===== src/rtl/sdp_rdma_pkg.sv =====
`default_nettype none
// ---------------------------------------------------------------------------
// sdp_rdma_pkg : shared types and constants for the SDP RDMA read path
// Rev 1.0
// ---------------------------------------------------------------------------
package sdp_rdma_pkg;

  localparam int SDP_DMA_DW  = 256;
  localparam int SDP_RDMA_OW = 512;

  typedef enum logic [1:0] {
    ST_IDLE = 2'd0,
    ST_RUN  = 2'd1,
    ST_LAST = 2'd2
  } sdp_rdma_state_t;

  typedef struct packed {
    logic                   end_flag;
    logic [SDP_RDMA_OW-1:0] data;
  } sdp_rdma_word_t;

  // Lane index width; a single-lane word still needs a 1-bit index.
  function automatic int lane_width(input int ratio);
    return (ratio > 1) ? $clog2(ratio) : 1;
  endfunction

endpackage
`default_nettype wire


===== src/rtl/sdp_rdma_sat_cnt.sv =====
`default_nettype none
// ---------------------------------------------------------------------------
// sdp_rdma_sat_cnt : 32-bit saturating event counter with synchronous clear
// Rev 1.0
// ---------------------------------------------------------------------------
module sdp_rdma_sat_cnt (
  input  logic        autosa_core_clk,
  input  logic        autosa_core_rstn,
  input  logic        clr,
  input  logic        inc,
  output logic [31:0] cnt
);

  logic [31:0] r_cnt;

  always_ff @(posedge autosa_core_clk or negedge autosa_core_rstn) begin
    if (!autosa_core_rstn) begin
      r_cnt <= '0;
    end else if (clr) begin
      r_cnt <= '0;
    end else if (inc && (r_cnt != 32'hFFFF_FFFF)) begin
      r_cnt <= r_cnt + 32'd1;
    end
  end

  assign cnt = r_cnt;

endmodule
`default_nettype wire


===== src/rtl/sdp_rdma_gather.sv =====
`default_nettype none
// ---------------------------------------------------------------------------
// sdp_rdma_gather : packs DMA response beats into {end, data} output words
// Optional stall counter under SDP_RDMA_GATHER_PERF_EN.   Rev 1.0
// ---------------------------------------------------------------------------
module sdp_rdma_gather
  import sdp_rdma_pkg::*;
#(
  parameter int DW   = SDP_DMA_DW,
  parameter int OW   = SDP_RDMA_OW,
  parameter int CNTW = 14
) (
  input  logic            autosa_core_clk,
  input  logic            autosa_core_rstn,
  input  logic            op_en,
  input  logic [CNTW-1:0] cfg_beat_num,
  input  logic            dma_rsp_pvld,
  output logic            dma_rsp_prdy,
  input  logic [DW-1:0]   dma_rsp_pd,
  output logic            out_pvld,
  input  logic            out_prdy,
  output logic [OW:0]     out_data,
  output logic            op_done,
  output logic [31:0]     perf_stall_cnt
);

  localparam int RATIO = OW / DW;
  localparam int LW    = lane_width(RATIO);
  localparam logic [LW-1:0] c_last_lane = LW'(RATIO - 1);

  sdp_rdma_state_t r_state;
  logic [CNTW-1:0] r_beat_num;
  logic [CNTW-1:0] r_beat_cnt;
  logic [LW-1:0]   r_lane;
  logic [OW-1:0]   r_asm;
  logic            r_out_pvld;
  logic [OW:0]     r_out_data;

  logic            w_start;
  logic            w_beat_acc;
  logic            w_out_acc;
  logic            w_final;
  logic            w_word_done;
  logic [OW-1:0]   w_next_asm;

  assign w_start      = (r_state == ST_IDLE) && op_en;
  assign dma_rsp_prdy = (r_state == ST_RUN) && (!r_out_pvld || out_prdy);
  assign w_beat_acc   = dma_rsp_pvld && dma_rsp_prdy;
  assign w_out_acc    = r_out_pvld && out_prdy;
  assign w_final      = (r_beat_cnt == r_beat_num);
  assign w_word_done  = w_beat_acc && ((r_lane == c_last_lane) || w_final);

  // Lane 0 starts a fresh word, so upper lanes of a short word read as zero.
  always_comb begin
    w_next_asm = (r_lane == '0) ? '0 : r_asm;
    for (int i = 0; i < RATIO; i++) begin
      if (r_lane == LW'(i)) begin
        w_next_asm[i*DW +: DW] = dma_rsp_pd;
      end
    end
  end

  always_ff @(posedge autosa_core_clk or negedge autosa_core_rstn) begin
    if (!autosa_core_rstn) begin
      r_state    <= ST_IDLE;
      r_beat_num <= '0;
      r_beat_cnt <= '0;
    end else begin
      case (r_state)
        ST_IDLE: begin
          if (op_en) begin
            r_beat_num <= cfg_beat_num;
            r_beat_cnt <= '0;
            r_state    <= ST_RUN;
          end
        end
        ST_RUN: begin
          if (w_beat_acc) begin
            if (w_final) begin
              r_state <= ST_LAST;
            end else begin
              r_beat_cnt <= r_beat_cnt + 1'b1;
            end
          end
        end
        ST_LAST: begin
          if (w_out_acc) begin
            r_state <= ST_IDLE;
          end
        end
        default: r_state <= ST_IDLE;
      endcase
    end
  end

  always_ff @(posedge autosa_core_clk or negedge autosa_core_rstn) begin
    if (!autosa_core_rstn) begin
      r_lane     <= '0;
      r_asm      <= '0;
      r_out_pvld <= 1'b0;
      r_out_data <= '0;
    end else begin
      if (w_start) begin
        r_lane <= '0;
      end else if (w_beat_acc) begin
        if (w_word_done) begin
          r_lane     <= '0;
          r_out_data <= {w_final, w_next_asm};
        end else begin
          r_lane <= r_lane + 1'b1;
          r_asm  <= w_next_asm;
        end
      end

      if (w_word_done) begin
        r_out_pvld <= 1'b1;
      end else if (w_out_acc) begin
        r_out_pvld <= 1'b0;
      end
    end
  end

  assign out_pvld = r_out_pvld;
  assign out_data = r_out_data;
  assign op_done  = (r_state == ST_LAST) && w_out_acc;

`ifdef SDP_RDMA_GATHER_PERF_EN
  sdp_rdma_sat_cnt u_stall_cnt (
    .autosa_core_clk  (autosa_core_clk),
    .autosa_core_rstn (autosa_core_rstn),
    .clr              (w_start),
    .inc              (r_out_pvld && !out_prdy),
    .cnt              (perf_stall_cnt)
  );
`else
  assign perf_stall_cnt = '0;
`endif

endmodule
`default_nettype wire

===== config.mk =====
export PLATFORM = sky130hd
export DESIGN_NAME = sdp_rdma_gather
export DESIGN_NICKNAME = d
export VERILOG_FILES = /design/src/rtl/sdp_rdma_pkg.sv /design/src/rtl/sdp_rdma_sat_cnt.sv /design/src/rtl/sdp_rdma_gather.sv
export SDC_FILE = /design/constraint.sdc
export NUM_CORES = 1
export LEC_CHECK = 0
export CORE_MARGIN = 8
export CORE_UTILIZATION = 34
export CTS_CLUSTER_SIZE = 8
export DETAILED_ROUTE_END_ITERATION = 10
export PLACE_DENSITY = 0.71
export SLEW_MARGIN = 20
export SYNTH_ARGS = -nofsm -noshare
export SYNTH_HDL_FRONTEND = slang
export SYNTH_HIERARCHICAL = 1
export SYNTH_SLANG_ARGS = --single-unit
export TNS_END_PERCENT = 10

===== constraint.sdc =====
create_clock -name autosa_core_clk -period 2.3 [get_ports autosa_core_clk]
set_clock_uncertainty 0.05 [all_clocks]
set_input_delay 0.46 -clock autosa_core_clk [delete_from_list [all_inputs] [get_ports autosa_core_clk]]
set_output_delay 0.46 -clock autosa_core_clk [all_outputs]
set_load 0.02 [all_outputs]

# After elaboration in Yosys (flattened, before gate mapping)
# Cells that the tools add are included.
[word_totals]
ff_bits = 1057
out_inout_bits = 548
wordCells = 54
[op_classes]
addsub = 2
n_eq_ne = 8
muxes = 17
n_bitwise = 2
n_reduce_logical = 18
[ops]
columns = ["cell", "n"]
rows = [
  ["256-bit 2-to-1 mux", 2],
  ["512-bit 2-to-1 mux", 1],
  ["14-bit 2-to-1 mux", 3],
  ["14-bit one-hot mux with 2 select lines", 1],
  ["14-bit by 1-bit adder with 14-bit output, second input constant", 1],
  ["14-bit == test", 1],
  ["2-bit inequality test, second input constant", 5],
  ["2-bit 2-to-1 mux", 4],
  ["4-bit AND reduction", 2],
  ["1-bit logical AND", 6],
  ["2-bit one-hot mux with 3 select lines", 1],
  ["3-bit AND reduction", 2],
  ["2-bit nonzero test", 3],
  ["1-bit 2-to-1 mux", 5],
  ["2-bit by 1-bit == test with 1-bit output, second input constant", 1],
  ["2-bit == test, second input constant", 1],
  ["2-bit logical NOT", 1],
  ["1-bit logical OR", 2],
  ["1-bit NOT", 2],
  ["2-bit AND reduction", 1],
  ["1-bit adder, second input constant", 1],
  ["1-bit logical NOT", 1],
]

# Longest topological paths before layout
[depth]
word_depth = 8
mapped_depth = 11
depth_no_buf = 6

# Worst setup path after synthesis
# Ideal clock, no wire load.
[synth_timing]
path_kind = "reg2reg"
from = "reg r_beat_cnt[5]"
to = "reg r_asm[218]"
t_arrival_ps = 2045
t_required_ps = 2125
setup_slack_ps = 80
path_stages_with_launch = 9
n_path_buf = 3
cell_sequence = "dfrtp_1 > buf_2 > xor2_1 > nor4_2 > nand4_1 > nand3b_4 > buf_12 > buf_8 > mux2_2"
[synth_between]
elab_chain_cells = 5
[synth_lines]
columns = ["element", "line", "rtl"]
rows = [
  ["start: declaration", "sdp_rdma_gather.sv:33", "logic [CNTW-1:0] r_beat_cnt;"],
  ["start signal: assignment", "sdp_rdma_gather.sv:82", "r_beat_cnt <= r_beat_cnt + 1'b1;"],
  ["14-bit == test", "sdp_rdma_gather.sv:50", "assign w_final = (r_beat_cnt == r_beat_num);"],
  ["1-bit logical OR", "sdp_rdma_gather.sv:51", "assign w_word_done = w_beat_acc && ((r_lane == c_last_lane) || w_final);"],
  ["1-bit logical AND", "sdp_rdma_gather.sv:51", ""],
  ["1-bit NOT (no line)", "-", ""],
  ["3-bit AND reduction (no line)", "-", ""],
  ["end signal: assignment", "sdp_rdma_gather.sv:111", "r_asm <= w_next_asm;"],
  ["end: declaration", "sdp_rdma_gather.sv:35", "logic [OW-1:0] r_asm;"],
]
# No other way between the ends.
# A chain may end at the register's enable or synchronous reset.

# Worst setup path in the final report
[layout_timing]
from = "reg r_beat_cnt[12]"
to = "reg r_out_data[184], in the netlist out_data[184]"
[layout_between]
elab_chain_cells = 4
[layout_lines]
columns = ["element", "line", "rtl"]
rows = [
  ["14-bit == test", "sdp_rdma_gather.sv:50", ""],
  ["1-bit logical OR", "sdp_rdma_gather.sv:51", ""],
  ["1-bit logical AND", "sdp_rdma_gather.sv:51", ""],
  ["3-bit AND reduction (no line)", "-", ""],
  ["end signal: assignment", "sdp_rdma_gather.sv:108", "r_out_data <= {w_final, w_next_asm};"],
  ["end: declaration", "sdp_rdma_gather.sv:37", "logic [OW:0] r_out_data;"],
]
# No other way between the ends.

==> results.sh <==
export IMPL_fillers=8776
export IMPL_cts_root_buffer="clkbuf_16"
export IMPL_grt_pass1_wl_um=161000
export IMPL_ios=823
export IMPL_clock_sinks=801
export IMPL_ff_latch_area_mm2=0.0201
export IMPL_synth_compound_area_share_pct=4.17
export IMPL_synth_seq_area_share_pct=58.3
export IMPL_seq_power_share_pct=34.5
export IMPL_fin_tns_setup_ns=-0.849
export IMPL_fp_dieH_um=334
export IMPL_slew_headroom_pct=64.0
export IMPL_num_vias=24207
export IMPL_grt_pass1_vias=26122
export IMPL_ys_ff_latch=801
export IMPL_synth_xor_area_share_pct=0.356
export IMPL_synth_area_mux_share_pct=25.8
export IMPL_power_density_mw_per_mm2=1490
export IMPL_multiInputGateArea_mm2=0.0131
export IMPL_remaining_drc_errors=0
export IMPL_drt_iter0_drc=1285
export IMPL_crit_type="register to register"
export IMPL_finalWorstSetupSlack_ns=-0.0394
export IMPL_synthArstFlopShare_pct=100
export IMPL_outcome="finished with violations"
export IMPL_fin_crit_ns=2.34
export IMPL_synth_fa_ha_area_share_pct=0.0364
export IMPL_arrival_ns=2.82
export IMPL_timing_rr_end="out_data[184]"
export IMPL_reg2reg_from="r_beat_cnt[12]"
export IMPL_hold_path_class="primary input to asynchronous set/reset pin"
export IMPL_initial_core_util_pct=34.4
export IMPL_ir_worst_vdd_uv=797
export IMPL_synth_top_family_by_area="multiplexers"
export IMPL_worst_pin_slew_ns=0.540
export IMPL_drive_gt1_share_pct=30.6
export IMPL_dp_hpwl_um=79500
export IMPL_yosysUniqueCellTypes=43
export IMPL_synth_edff_count=0
export IMPL_cts_max_path_buffers=3
export IMPL_grt_max_degree=93
export IMPL_gr_total_overflow=0
export IMPL_rows=116
export IMPL_start_kind="register"
export IMPL_yosys_area_share_simple_pct=6.81
export IMPL_nNetsFinal=3892
export IMPL_synth_most_common_cell="dfrtp_1"
export IMPL_startpoint="r_beat_cnt[12]"
export IMPL_synthTopCellsByArea="dfrtp_1, mux2_2, nand2_1, o21ai_0, buf_12"
export IMPL_yosys_warnings=6
export IMPL_cp_endpoint="out_data[184]"
export IMPL_dieArea_mm2=0.112
export IMPL_port_buffers=790
export IMPL_yosys_top_cells_count="dfrtp_1, mux2_2, nand2_1, o21ai_0, clkbuf_1"
export IMPL_path_clk_slew_ns=0.05
export IMPL_drt_pass1_iterations=6
export IMPL_grt_usage_pct=18.4
export IMPL_gp_congestion=0.813
export IMPL_internal_power_mw=46.4
export IMPL_syn_avg_cell_area_um2=12.9
export IMPL_rsz0062_at_grt="true"
export IMPL_yosys_area_top_type="dfrtp_1"
export IMPL_postSynthCellCount=2675
export IMPL_endpoint_kind="register"
export IMPL_antenna_found_initial=10
export IMPL_viasPerCell=4.91
export IMPL_hold_viol=0
export IMPL_rrSetupSlack_ns=-0.04
export IMPL_yosys_most_used_dff="dfrtp_1"
export IMPL_ant_nets=0
export IMPL_synth_area_mm2=0.0344
export IMPL_p_leak_nw=20.8
export IMPL_violations="setup timing"
export IMPL_fmax_mhz=427
export IMPL_ff2ff_path_depth=9
export IMPL_cap_violations=0
export IMPL_critical_path_required_ns=2.78
export IMPL_pwr_share_comb_pct=45.5
export IMPL_fp_dieW_um=334
export IMPL_slew_violations=0
export IMPL_cts_tree="done"
export IMPL_synth_top_area_share_pct=58.3
export IMPL_crit_fanout=13
export IMPL_wire_per_inst_um=21.6
export IMPL_coreArea_mm2=0.100
export IMPL_areaGrowthSynthToFinish_pct=39.8
export IMPL_post_place_ws_ns=-0.199
export IMPL_timing_final_crit_share_pct=102
export IMPL_pwr_share_clk_pct=20.0
export IMPL_htreeDepth=3
export IMPL_p_sw_share_pct=35.3
export IMPL_clk_latency_ns=0.68
export IMPL_numCtsBuffers=110
export IMPL_setup_viol=78
export IMPL_power_switching_mw=25.3
export IMPL_routed_wl_um=107000
flip-flops by register name, indices dropped and copies added, names as in the netlist:
register	count
r_lane	1
r_state	2
r_asm	256
out_data	513
r_beat_num	14
out_pvld	1
r_beat_cnt	14
power by group through the flow:
stage / registers [mW] / clock network [mW] / logic [mW]
final: 24.7 / 14.3 / 32.7
after global routing: 25.5 / 15.3 / 34.6
after CTS: 24.7 / 14.7 / 32.8
after detailed placement: 24.8 / 0 / 32.6
after global placement: 24.5 / 0 / 32.1
after floorplan: 29.6 / 0 / 12.2
timing repair:
action                                  4_1_cts  5_1_grt
endpoints found under the setup margin      750      708
buffers inserted                              0        2
gates resized for setup                      53       58
hold buffers                                  1        0
endpoints found under the hold margin       233        0
pin swaps                                     1        4
gates cloned                                  2        1
stage by stage:
| stage | util, % | power [mW] | area [um^2] | hold WS (ns) | instances |
|---|---|---|---|---|---|
| final | 48.0 | 71.7 | 48100 | 0.243 | 4931 |
| after floorplan | - | 41.7 | 34500 | 0.114 | 2706 |
| after detailed placement | 44.7 | 57.4 | 44800 | 0.319 | 4796 |
| after global placement | 44.7 | 56.6 | 44800 | 0.322 | 4796 |
| after global routing | 48.0 | 75.4 | 48100 | 0.213 | 4931 |
| after CTS | 47.8 | 72.2 | 47900 | 0.174 | 4922 |
metal layers:
metal | vias to the layer above | global-route usage [%] | wire length, um
met5 | - | 0 | 27
met3 | 203 | 5.76 | 8090
met1 | 12224 | 21.6 | 41800
met2 | 820 | 30.7 | 52300
li1 | 10956 | - | -
met4 | 4 | 8.75 | 4460
layout make-up:
| cell class | instances | share of cell area, % |
|---|---|---|
| clock buffers | 116 | 5.81 |
| diodes | 6 | 0.0312 |
| flip-flops and latches | 801 | 41.7 |
| inverters | 2 | 0.0156 |
| clock inverters | 7 | 0.263 |
| repair buffers | 1009 | 21.6 |
| multi-input cells | 1692 | 27.2 |
| well taps | 1298 | 3.38 |
layout by cell type, fill, tap and decap left out, drive strengths merged, types with 2 or more instances in the layout:
| master | count |
|---|---|
| or2 | 2 |
| nor3b | 2 |
| dlymetal6s2s | 11 |
| o21ai | 259 |
| xor2 | 14 |
| and2 | 4 |
| dfrtp | 801 |
| conb | 32 |
| buf | 219 |
| nand4 | 3 |
| o22a | 2 |
| a211o | 2 |
| dlygate4sd2 | 25 |
| nand2b | 5 |
| inv | 4 |
| nand3 | 10 |
| a221o | 7 |
| a21o | 2 |
| nor3 | 4 |
| clkdlybuf4s50 | 751 |
| clkbuf | 117 |
| nor2 | 17 |
| nand2 | 524 |
| and3 | 5 |
| diode | 6 |
| nor4 | 3 |
| and4 | 4 |
| clkinv | 5 |
| mux2 | 783 |
worst min-delay path by stage:
stage	to	start	slack, ns
6_report	r_asm[153]	autosa_core_rstn	0.24
3_5_place_dp	r_asm[129]	autosa_core_rstn	0.32
4_1_cts	r_asm[123]	autosa_core_rstn	0.17
2_1_floorplan	out_data[0]	autosa_core_rstn	0.11
5_1_grt	r_asm[153]	autosa_core_rstn	0.21
3_3_place_gp	r_asm[129]	autosa_core_rstn	0.32
worst max-delay path: stages, from the launching register on:
cell and delay, ns:
dfrtp_1 0.40, xor2_1 0.18, nor4_2 0.27, buf_4 0.15, and4_4 0.29, o21ai_4 0.10, buf_4 0.16, buf_12 0.14
buf_12 0.16, mux2_1 0.31
cell families (layout without fill, tap and decap cells):
logic type | Yosys count | count (layout)
AOI/OAI and AO/OA | 274 | 274
xor gates and xnor gates | 14 | 14
adders and majority gates | 1 | 1
buffers and inverters | 213 | 1134
DFF | 801 | 801
muxes | 784 | 784
other | 1 | 38
and+or+nand+nor | 587 | 587
Note: power is estimated with default switching activity, not from simulation.
